File: src/rtl/systolic_pkg.sv
// systolic_pkg: shared FSM encoding and default array dimensions for edge feeders and PE array
package systolic_pkg;
    localparam int SYS_N = 3;
    localparam int SYS_W = 8;
    localparam int SYS_K = 3;
    localparam logic [1:0] FILL   = 2'd0;
    localparam logic [1:0] CLEAR  = 2'd1;
    localparam logic [1:0] STREAM = 2'd2;
    localparam logic [1:0] DONE   = 2'd3;
endpackage

File: src/rtl/skew_delay.sv
// skew_delay: D-stage zero-reset shift register; D=0 degenerates to a wire
module skew_delay #(
    parameter int W = 8,
    parameter int D = 1
) (
    input  logic         clk,
    input  logic         rst,
    input  logic [W-1:0] d,
    output logic [W-1:0] q
);
    generate
        if (D == 0) begin : g_wire
            logic unused;
            assign unused = ^{clk, rst};
            assign q = d;
        end else begin : g_sr
            logic [W-1:0] sr [D];
            // shift one stage per cycle; reset flushes every stage to zero
            always_ff @(posedge clk) begin
                if (!rst) sr <= '{default: '0};
                else begin
                    sr[0] <= d;
                    for (int j = 1; j < D; j++) sr[j] <= sr[j-1];
                end
            end
            assign q = sr[D-1];
        end
    endgenerate
endmodule

File: src/rtl/systolic_skew_feeder.sv
// systolic_skew_feeder: buffers K vectors, then streams them diagonally skewed into a PE array edge
module systolic_skew_feeder
    import systolic_pkg::*;
#(
    parameter int N = SYS_N,
    parameter int W = SYS_W,
    parameter int K = SYS_K
) (
    input  logic           clk,
    input  logic           rst,
    input  logic           in_valid,
    output logic           in_ready,
    input  logic [N*W-1:0] in_data,
    output logic           pe_clear,
    output logic           out_valid,
    output logic [N*W-1:0] out_data,
    output logic           done
);
    localparam int CW = $clog2(K + 1);
    localparam int TW = $clog2(K + N);
    logic [1:0]     st;
    logic [CW-1:0]  cnt;
    logic [TW-1:0]  t;
    logic [N*W-1:0] vbuf [K];
    logic [N*W-1:0] feed;
    logic [N*W-1:0] skewed;
    // job sequencing: fill K vectors, one clear cycle, K+N-1 stream cycles, one done cycle
    always_ff @(posedge clk) begin
        if (!rst) begin
            st  <= FILL;
            cnt <= '0;
            t   <= '0;
        end else begin
            case (st)
                FILL: if (in_valid) begin
                    cnt <= (cnt == CW'(K - 1)) ? '0 : cnt + CW'(1);
                    st  <= (cnt == CW'(K - 1)) ? CLEAR : FILL;
                end
                CLEAR: begin
                    st <= STREAM;
                    t  <= '0;
                end
                STREAM: begin
                    t  <= t + TW'(1);
                    st <= (t == TW'(K + N - 2)) ? DONE : STREAM;
                end
                default: st <= FILL;
            endcase
        end
    end
    // capture accepted vectors into the job buffer slot selected by the fill count
    always_ff @(posedge clk) begin
        if (rst && st == FILL && in_valid)
            for (int k = 0; k < K; k++)
                if (cnt == CW'(k)) vbuf[k] <= in_data;
    end
    // unskewed source: vector t during the first K stream cycles, zero padding otherwise
    always_comb begin
        feed = '0;
        for (int k = 0; k < K; k++)
            if (st == STREAM && t == TW'(k)) feed = vbuf[k];
    end
    generate
        for (genvar i = 0; i < N; i++) begin : g_lane
            skew_delay #(.W(W), .D(i)) u_dly (
                .clk(clk),
                .rst(rst),
                .d  (feed[i*W +: W]),
                .q  (skewed[i*W +: W])
            );
        end
    endgenerate
    assign in_ready  = st == FILL;
    assign pe_clear  = st == CLEAR;
    assign out_valid = st == STREAM;
    assign done      = st == DONE;
    assign out_data  = out_valid ? skewed : '0;
endmodule

File: config.mk
export PLATFORM = sky130hd
export DESIGN_NAME = systolic_skew_feeder
export DESIGN_NICKNAME = d
export VERILOG_FILES = /design/src/rtl/systolic_pkg.sv /design/src/rtl/skew_delay.sv /design/src/rtl/systolic_skew_feeder.sv
export SDC_FILE = /design/constraint.sdc
export NUM_CORES = 1
export LEC_CHECK = 0
export ABC_AREA = 1
export BUFFER_PORTS_ARGS = -buffer_cell sky130_fd_sc_hd__buf_2
export CAP_MARGIN = 20
export CORE_ASPECT_RATIO = 0.5
export CORE_MARGIN = 5
export CORE_UTILIZATION = 54
export CTS_BUF_LIST = sky130_fd_sc_hd__clkbuf_8
export DETAILED_ROUTE_END_ITERATION = 6
export PLACE_DENSITY_LB_ADDON = 0.2
export SLEW_MARGIN = 0
export SYNTH_ARGS = -nofsm -noshare
export SYNTH_HDL_FRONTEND = slang
export SYNTH_SLANG_ARGS = --single-unit
File: constraint.sdc
create_clock -name clk -period 3.32 [get_ports clk]
set_input_delay 0.996 -clock clk [delete_from_list [all_inputs] [get_ports clk]]
set_output_delay 0.996 -clock clk [all_outputs]
set_load 0.005 [all_outputs]
After elaboration in Yosys (flattened, before gate mapping). Memory sizes are Yosys's and may differ from the RTL's. Index checks and enable logic that the tools add are counted.

Input bits: 27. Memory bits (writable): 72. Memories: 1. Logic and storage cells: 55. Bits in registers: 31.

Memories: vbuf (words 3, width 24, rd ports 3, clocked after Yosys merged registers in 0, wr ports 1, line systolic_skew_feeder.sv:24) `logic [N*W-1:0] vbuf [K];`.

Equality and inequality tests: 9. Add/sub/neg operators: 2. Reductions and logical operators: 12. Multiplexer cells: 25.

Operators by type and width (count): 24-bit 2-to-1 mux (6); 24-bit OR reduction (2); 1-bit 2-to-1 mux (13); 2-bit 2-to-1 mux (4); 2-bit == test, second input constant (3); 2-bit one-hot mux with 3 select lines (1); 3-bit one-hot mux with 2 select lines (1); 1-bit logical AND (5); 2-bit by 1-bit == test with 1-bit output, second input constant (2); 2-bit zero test (2); 3-bit by 1-bit adder with 3-bit output, second input constant (1); 3-bit by 1-bit == test with 1-bit output, second input constant (1); 3-bit by 2-bit == test with 1-bit output, second input constant (1); 3-bit == test, second input constant (1); 3-bit zero test (1); 2-bit by 1-bit adder with 2-bit output, second input constant (1); 2-bit != test, second input constant (1); 2-bit AND reduction (1); 2-bit nonzero test (1).

Longest topological paths before layout.
Depth in word-level cells: 8. Depth in mapped cells: 9. Depth with buffers taken out: 7.

Cells and area by module. From an unflattened synthesis, not the netlist that was laid out.

Cells, all modules: 457. Area total of the unflattened synthesis: 4431.8 µm².

Modules (own cells, without submodules): systolic_skew_feeder (instances 1, seq. area each 2302.2 µm², area each 3602.2 µm², cells each 366); skew_delay (g_lane[2].u_dly) (instances 1, seq. area each 320.3 µm², area each 544.3 µm², cells each 58); skew_delay (g_lane[1].u_dly) (instances 1, seq. area each 160.2 µm², area each 225.2 µm², cells each 25); skew_delay (g_lane[0].u_dly) (instances 1, seq. area each 0.0 µm², area each 60.1 µm², cells each 8).

Worst setup path before layout. OpenSTA, ideal clock, no wires.

Kind: input to register. From: input rst. To: memory vbuf[0][48] (netlist name) (enable). Slack: -0.097 ns. Library setup time: 0.435 ns. Stages on the path: 3. Arrival time: 2.982 ns. Buffers on the path: 1. Data required time: 2.885 ns. Cells stage by stage: buf_2 -> nand3_1 -> nor3_1.

Word-level cells in the longest chain between the ends: 7.

Ends and longest elaborated chain: start: declaration (line systolic_skew_feeder.sv:10) `input logic rst,`; 1-bit logical AND (*) (2 in series) (line systolic_skew_feeder.sv:53) `if (rst && st == FILL && in_valid)`; 1-bit 2-to-1 mux (line systolic_skew_feeder.sv:53); 1-bit 2-to-1 mux (not written as such) (line systolic_skew_feeder.sv:55) `if (cnt == CW'(k)) vbuf[k] <= in_data;`; 24-bit OR reduction (no source line); 2-bit 2-to-1 mux (no source line) or 1-bit 2-to-1 mux (tied branches) (2 in series); end: declaration (line systolic_skew_feeder.sv:24).

Mark *: on every way between the ends. The rest lies on a longest branch, timed or not.

Worst setup path after layout.
From: register st[0]. To: output out_data[3].

Word-level cells in the longest chain between the ends: 6.

Ends and longest elaborated chain: start: declaration (line systolic_skew_feeder.sv:21) `logic [1:0] st;`; start signal: assignment (line systolic_skew_feeder.sv:37) `st <= (cnt == CW'(K - 1)) ? CLEAR : FILL;`; start signal: assignment (line systolic_skew_feeder.sv:45) `st <= (t == TW'(K + N - 2)) ? DONE : STREAM;`; 2-bit == test (*) (line systolic_skew_feeder.sv:61, systolic_skew_feeder.sv:75); 1-bit logical AND (line systolic_skew_feeder.sv:61) `if (st == STREAM && t == TW'(k)) feed = vbuf[k];`; 24-bit 2-to-1 mux (3 in series) (line systolic_skew_feeder.sv:61); 24-bit 2-to-1 mux (*) (line systolic_skew_feeder.sv:77) `assign out_data = out_valid ? skewed : '0;`; end: declaration (line systolic_skew_feeder.sv:16) `output logic [N*W-1:0] out_data,`.

Marks and branches as above.

==> flow_summary.toml <==
[synthesis]
syn_inst = 385
netlist.area_leader.share_pct = 52.1
synth.most_common_cell = "nand2_1"
synth_edf_count = 72
ys_types = 21
avgSynthCellArea_um2 = 10.8
ys.flop_type = "edfxtp_1"
synthArstFlopShare_pct = 0
post-synth-top-area-cell = "edfxtp_1"
yosys-top-cells-count = "nand2_1 (88), edfxtp_1 (72), nor2_1 (54)"
netlist_area_mm2 = 0.00415
synth_seq_cells = 103
yosysWarnings = 0
synthTopCellsByArea = "edfxtp_1 (52%), dfxtp_1 (15%), nand2_1 (8.0%)"
syn-num-nets = 420
ys_seq_area_share_pct = 67.0

[place]
placed_area_mm2 = 0.00449
io_buffers = 54
dp_hpwl_mm = 5.19
place.gp.congestion = 0.789

[route]
vias_per_cell = 5.26
drc_errors = 0
totalWireLength_mm = 8.00
wire_per_inst_um = 14.9
dr.pass1.iters = 4
drt_iter0_markers = 214
antenna_left = 0
vias = 2824

[pwr]
power_uw = 2680
leakage_uw = 0.00211
power_density_mw_per_mm2 = 572
vdd_ir_drop_max_mv = 0.347

[timing]
tightest_slew_ps = 574
final_max_slew_viol_count = 0
finalCritPeriodShare_pct = 92.6
setup_tns_ps = 0
rsz0062_at_grt = "false"
hold_viol_final = 0
holdWs_ps = 419
finalSetupViolations = 0
skew_ps = 11.4
fmax_ghz = 0.325
period_needed_ps = 3080
relSlewSlack_pct = 61.7

[outcome]
status = "finished, final reports clean"

[critical_path]
crit_chain = "inv_1 > ha_2 > nand3_4 > o21ai_0 > nand2_1 > nand2_1 > buf_2"
crit_arrival_ps = 2080
critical-path-slowest-cell = "ha_2"
cp.required_ps = 2320
crit_path_max_fanout = 24
startpoint_type = "flop"
path_class = "flop to output port"
endpoint_kind = "output port"
crit_top_cell = "nand2_1"
reg2regPathDepth = 5
max_stage_delay_ps = 420

[clock_tree]
clock_latency_ps = 370
clk_pin_slew_ps = 90
clock_sinks = 103
ctsHoldBuffers = 0
htreeDepth = 3
clk_path_buf_depth = 2
clockRootBuffer = "clkbuf_8"
tritoncts = "yes"
cts_buffers = 9

[flow_run]
max_cap_violations = 0

[die]
die_x_um = 134
io_pins = 55
die_area_mm2 = 0.00965
core_mm2 = 0.00740
initial_core_util_pct = 56.0
die_h_um = 72.0
rows = 22

[global_route]
grt_max_degree = 36
grt_pass1_wl_mm = 13.2
grt_pass1_vias = 2700
grt_usage_pct = 17.7
overflow = 0
antenna_found_initial = 0

[layout]
antenna_cells = 0
drive_above_1_share_pct = 19.7
area_growth_pct = 13.0
fillers = 588
design_area_mm2 = 0.00469
nets = 471

[worst_hold_path]
min_path_cells = 2
hold_path.class = "flop to flop"
path summary, 6_finish.rpt:
path                                             startpoint              endpoint  slack, ps
worst min-delay path            g_lane[2].u_dly.g_sr.sr[11]  g_lane[2].u_dly.q[3]        420
worst max register to register                        st[0]            vbuf[0][9]       1280
worst min register to register  g_lane[2].u_dly.g_sr.sr[11]  g_lane[2].u_dly.q[3]        420
worst max-delay path                                  st[0]           out_data[3]        240
where the power goes:
| part | total, uW | internal, uW | switching, uW |
|---|---|---|---|
| sequential | 1480 | 1450 | 29.5 |
| clock | 769 | 367 | 402 |
| combinational | 434 | 140 | 294 |
| total | 2680 | 1960 | 725 |
per-stage QoR:
stage | std cells | setup slack, ps | util [%]
6_report | 537 | 245 | 63.3
5_1_grt | 537 | 1.72 | 63.3
4_1_cts | 537 | 203 | 63.3
3_5_place_dp | 521 | 603 | 60.6
3_3_place_gp | 521 | 662 | 60.6
2_1_floorplan | 385 | 551 | -
layout by cell type (no fill, tap or decap), drive strengths merged:
master	synthesis	final
nand2	88	88
edfxtp	72	72
buf	23	64
nor2	54	54
inv	35	37
nand4	32	32
dfxtp	31	31
o21ai	27	27
clkbuf	1	10
ha	8	8
nand3	5	5
a21oi	3	3
nor3	3	3
o22ai	2	2
clkinv	0	2
xnor2	1	1
bufinv	0	1
clkinvlp	0	1
worst max-delay path, delay by kind of cell (launching register included):
kind | cells | cell delay (ps)
fa+ha+maj | 1 | 420
compound gates | 1 | 290
buf+inv | 2 | 200
simple gates | 3 | 460
flops | 1 | 350
layout make-up:
type	instances	area, um^2	area share (%)
Timing Repair Buffer	64	370	7.90
Clock buffer	10	138	2.93
Sequential cell	103	2780	59.3
Inverter	35	136	2.91
Multi-Input combinational cell	223	1080	23.1
Clock inverter	6	61.3	1.31
Tap cell	96	120	2.56
layer usage:
layer  global-route usage, %  wire length [um]  up-vias
met2                    29.7              3870       76
met1                    22.7              3570     1348
met5                       0                 0        -
met4                    5.93               108        0
li1                        -                 -     1389
met3                    4.99               460       11
registers in the layout, indices dropped and copies added (netlist names):
name / flops
g_lane.u_dly.g_sr.sr: 8
st: 2
vbuf: 72
cnt: 2
t: 3
g_lane.u_dly.q: 16
cell families after synthesis:
family                   Yosys count  synth area share, %
AO/OA/AOI/OAI                     32                 3.92
adder cells (fa/ha/maj)            8                 2.41
flip-flops                       103                 67.0
AND/OR/NAND/NOR                  182                 19.1
buffers and inverters             59                 7.36
XOR/XNOR                           1                0.211
timing repair:
| action | CTS | global route |
|---|---|---|
| buffers inserted | 0 | 0 |
| resized for setup | 0 | 0 |
| setup endpoints to repair | 0 | 1 |
Power figures use the tool's default switching activity.
